File: src/rtl/pipe_stage_reg.sv
// Elastic valid/ready pipeline stage register with a main+skid pair, so in_ready comes from a register.
// Optional stall/bubble performance counters are compiled in with `define PIPE_STAGE_PERF_EN.
module pipe_stage_reg #(
  parameter int PAYLOAD_W      = 71,
  parameter bit CLEAR_ON_FLUSH = 1'b0,
  parameter int CNT_W          = 32
) (
  input  logic                 CLOCK,
  input  logic                 RESET_N,
  input  logic                 flush,
  input  logic                 in_valid,
  output logic                 in_ready,
  input  logic [PAYLOAD_W-1:0] in_payload,
  output logic                 out_valid,
  input  logic                 out_ready,
  output logic [PAYLOAD_W-1:0] out_payload
`ifdef PIPE_STAGE_PERF_EN
  ,
  output logic [CNT_W-1:0]     stall_cnt,
  output logic [CNT_W-1:0]     bubble_cnt
`endif
);

  logic                 r_main_valid;
  logic                 r_skid_valid;
  logic [PAYLOAD_W-1:0] r_main;
  logic [PAYLOAD_W-1:0] r_skid;

  logic w_accept;
  logic w_pop;
  logic w_load_main_in;
  logic w_load_main_skid;
  logic w_load_skid;
  logic w_main_valid_nxt;
  logic w_skid_valid_nxt;

  assign in_ready    = ~r_skid_valid;
  assign out_valid   = r_main_valid;
  assign out_payload = r_main;

  assign w_accept = in_valid & ~r_skid_valid;
  assign w_pop    = r_main_valid & out_ready;

  // accept is impossible while FULL, so only EMPTY/ONE reach the in->main path
  assign w_load_main_in   = w_accept & (~r_main_valid | w_pop);
  assign w_load_main_skid = r_skid_valid & w_pop;
  assign w_load_skid      = w_accept & r_main_valid & ~w_pop;

  assign w_main_valid_nxt = w_accept | r_skid_valid | (r_main_valid & ~w_pop);
  assign w_skid_valid_nxt = w_load_skid | (r_skid_valid & ~w_pop);

  always_ff @(posedge CLOCK or negedge RESET_N) begin
    if (!RESET_N) begin
      r_main_valid <= 1'b0;
      r_skid_valid <= 1'b0;
    end else if (flush) begin
      r_main_valid <= 1'b0;
      r_skid_valid <= 1'b0;
    end else begin
      r_main_valid <= w_main_valid_nxt;
      r_skid_valid <= w_skid_valid_nxt;
    end
  end

  // payload registers only toggle when a valid bit is being loaded
  always_ff @(posedge CLOCK or negedge RESET_N) begin
    if (!RESET_N) begin
      r_main <= '0;
      r_skid <= '0;
    end else if (flush) begin
      if (CLEAR_ON_FLUSH) begin
        r_main <= '0;
        r_skid <= '0;
      end
    end else begin
      if (w_load_main_in) begin
        r_main <= in_payload;
      end else if (w_load_main_skid) begin
        r_main <= r_skid;
      end
      if (w_load_skid) begin
        r_skid <= in_payload;
      end
    end
  end

`ifdef PIPE_STAGE_PERF_EN
  logic [CNT_W-1:0] r_stall_cnt;
  logic [CNT_W-1:0] r_bubble_cnt;
  logic             w_stall;
  logic             w_bubble;

  assign w_stall    = r_main_valid & ~out_ready;
  assign w_bubble   = ~r_main_valid;
  assign stall_cnt  = r_stall_cnt;
  assign bubble_cnt = r_bubble_cnt;

  // saturating counters; flush cycles still count
  always_ff @(posedge CLOCK or negedge RESET_N) begin
    if (!RESET_N) begin
      r_stall_cnt  <= '0;
      r_bubble_cnt <= '0;
    end else begin
      if (w_stall && (r_stall_cnt != {CNT_W{1'b1}})) begin
        r_stall_cnt <= r_stall_cnt + CNT_W'(1);
      end
      if (w_bubble && (r_bubble_cnt != {CNT_W{1'b1}})) begin
        r_bubble_cnt <= r_bubble_cnt + CNT_W'(1);
      end
    end
  end
`endif

endmodule
File: config.mk
export PLATFORM = sky130hd
export DESIGN_NAME = pipe_stage_reg
export DESIGN_NICKNAME = d
export VERILOG_FILES = /design/src/rtl/pipe_stage_reg.sv
export SDC_FILE = /design/constraint.sdc
export NUM_CORES = 1
export LEC_CHECK = 0
export CAP_MARGIN = 10
export CORE_AREA = 2 2 111 113
export DETAILED_ROUTE_END_ITERATION = 10
export DIE_AREA = 0 0 113 115
export GPL_ROUTABILITY_DRIVEN = 0
export GPL_TIMING_DRIVEN = 0
export PLACE_DENSITY_LB_ADDON = 0.1
export SYNTH_ARGS = -nofsm -noshare
export SYNTH_HDL_FRONTEND = slang
export SYNTH_SLANG_ARGS = --single-unit
File: constraint.sdc
create_clock -name CLOCK -period 2.7 [get_ports CLOCK]
set_input_delay 0.405 -clock CLOCK [delete_from_list [all_inputs] [get_ports CLOCK]]
set_output_delay 0.405 -clock CLOCK [all_outputs]
set_load 0.05 [all_outputs]
==> flow_summary_export.csv <==
group,metric,value,unit
timing,fmax,0.452,GHz
global_routing,grt_overflow,0,
worst_setup_path,required,2.30,ns
synth,yosys_warnings,0,
worst_setup_path,r2r_slack,0.97,ns
floorplanning,core_region_area,11800,um2
worst_setup_path,crit_type,"reg -> out",
timing,hold_viol_final,0,
worst_setup_path,cp-start-kind,"flop",
worst_setup_path,critical_path_arrival,1.81,ns
timing,worst_pin_slew,0.697,ns
floorplanning,top_level_ports,149,
synth,synth.area.top_cells,"dfrtp_1 (58%), mux2_4 (17%), a221o_1 (11%)",
floorplanning,initial_core_util,52.4,%
timing,timing.slew.headroom,53.5,%
synth,synth_seq_area_share,58.2,%
synth,yosysUniqueCellTypes,20,
clock_tree,clkSinkCount,144,
power,pwr-share-comb,28.5,%
synth,synthSimpleGateAreaFrac,8.04,%
timing,rsz0062_at_grt,"no",
power,pwr-share-seq,40.6,%
finish,nNetsFinal,645,
clock_tree,hold_buffers,0,
timing,whs,0.0201,ns
synth,syn-cell-area,6190,um2
synth,synthFlopType,"dfrtp_1",
synth,ys_top_cells_by_count,"dfrtp_1 (144), a221o_1 (71), and2_1 (71), mux2_4 (70), buf_2 (8)",
power,p_sw,2.20,mW
global_routing,grt_start_max_net_pins,77,
global_routing,grt_pass1_wl,23200,um
floorplanning,die-height,115,um
floorplanning,die_area,13000,um2
finish,layout.cells.non_filler,729,
synth,synth_top_family_by_area,"multiplexers",
routing,first_pass_iters,9,
synth,ys_seq_elements,144,
synth,synth_compound_area_share,12.0,%
finish,area_delta_synth_final,36.3,%
routing,ant_nets,0,
timing,min_period,2.21,ns
worst_setup_path,cp-end-kind,"output port",
placed_design,portBuffers,148,
synth,synthesis.nets,477,
clock_tree,cts_buffers,17,
clock_tree,post_cts_buffers,0,
power,fin_total_pwr,7.19,mW
timing,drv_slew,0,
placed_design,dpl.hpwl,9210,um
routing,drt_iter0_drc,280,
power,p_int,4.99,mW
placed_design,place_inst,697,
finish,antenna_cells,0,
synth,yosysMostFrequentCell,"dfrtp_1",
floorplanning,die_w,113,um
power,clkPwrFrac,30.8,%
clock_tree,cts.clk_slew.worst_paths,0.06,ns
global_routing,grt_antenna_before_repair,0,
synth,synth_fa_ha_area_share,0,%
clock_tree,cts-root-buf,"clkbuf_16",
synth,netlist_instances,401,
power,p_sw_share,30.6,%
routing,drc,10,
clock_tree,cts_resized,0,
hold_path,hold_path_class,"in -> async",
synth,postSynthAreaPerCell,15.4,um2
clock_tree,worstSkewPairLatency,0.42,ns
worst_setup_path,rr_worst_depth,5,
synth,synth_xor_area_share,0,%
synth,synthMuxAreaShare,17.2,%
synth,synth_top_cell_area_share,58.2,%
timing,setup-violations-final,0,
power,p_leak,3.75,nW
routing,viasPerCell,5.56,
synth,synth-edff-count,0,
power,peakVddDrop,0.500,mV
finish,drive_above_1_share,21.8,%
routing,vias,4054,
floorplanning,row_count,40,
global_routing,grt.total_usage,23.1,%
synth,synth_top_area_cell,"dfrtp_1",
timing,skew,0.00640,ns
flow_run,maxCapViolations,0,
power,power_density,852,nW/um2
global_routing,grt_pass1_vias,4340,
routing,avgRoutedWirePerCell,19.6,um
worst_setup_path,cp_max_fo,6,
routing,wirelength,14300,um
clock_tree,tritoncts,"yes",
clock_tree,cts_buffer_depth,2,
outcome,violations,"design-rule violations",
synth,async_reset_ff_share,100,%
outcome,outcome,"complete, but fails checks",
timing,period_share,81.9,%
clock_tree,htree_num_levels,4,
-- cell type report --
class | count | area (um2)
plain buffers | 31 | 278
inverters | 2 | 7.51
repair buffers | 149 | 1510
multi-input cells | 224 | 2300
flip-flops and latches | 144 | 3600
well taps | 147 | 184
clock inverters | 6 | 55.1
clock buffers | 26 | 499
fillers | 827 | 3370
-- logic make-up after synthesis --
kind of cell    Yosys count
simple gates             78
mux                      71
compound gates           75
buf+inv                  33
flops                   144
-- worst paths after layout --
kind                              start              end
max                        r_skid_valid         in_ready
min                             RESET_N   out_payload[7]
max reg2reg                   out_valid  out_payload[27]
min reg2reg                  r_skid[70]       r_skid[70]
max in group asynchronous       RESET_N  out_payload[34]
min in group CLOCK           r_skid[70]       r_skid[70]
-- layout by cell type (no fill, tap or decap), drive strengths merged --
cell,n
inv,2
clkinv,5
bufinv,1
clkdlybuf4s50,147
and2,71
or2,1
dfrtp,144
and4b,2
a221o,71
buf,26
a21oi,2
and3,1
clkbuf,33
a211oi,1
o2111ai,1
nor2,2
mux2,71
nand2b,1
-- through the flow --
step | instance area, um2 | worst slack (ns) | utilization, % | TNS, ns
after floorplan | 6190 | 0.961 | - | 0
after global placement | 7860 | -4.32 | 66.5 | -620.37
after detailed placement | 7890 | 0.488 | 66.8 | 0
after CTS | 8440 | 0.457 | 71.5 | 0
after global routing | 8440 | 0.441 | 71.5 | 0
final | 8440 | 0.490 | 71.5 | 0
-- power groups by stage --
stage | sequential [mW] | combinational (mW) | clock (mW)
6_report | 2.92 | 2.05 | 2.22
3_3_place_gp | 2.92 | 2.02 | 0
4_1_cts | 2.92 | 2.07 | 2.25
3_5_place_dp | 2.94 | 2.06 | 0
2_1_floorplan | 3.56 | 0.693 | 0
5_1_grt | 2.98 | 2.15 | 2.35
-- critical path, stage by stage, from the launching register on --
cell	delay (ns)
dfrtp_1	0.43
inv_1	0.11
clkdlybuf4s50_1	0.84
-- flip-flops by register name, indices dropped and copies added (netlist names) --
register      count
out_payload      71
r_skid_valid      1
out_valid         1
r_skid           71
-- per-layer routing --
metal | share of wire [%] | up-vias | global-route usage (%) | wire length (um)
met5 | 0 | - | 0 | 0
met4 | 0.74 | 0 | 8.86 | 106
met3 | 6.6 | 9 | 7.64 | 946
met2 | 49 | 120 | 36.5 | 6960
met1 | 44 | 2095 | 30.1 | 6250
li1 | - | 1830 | - | -
Power figures use the tool's default switching activity.
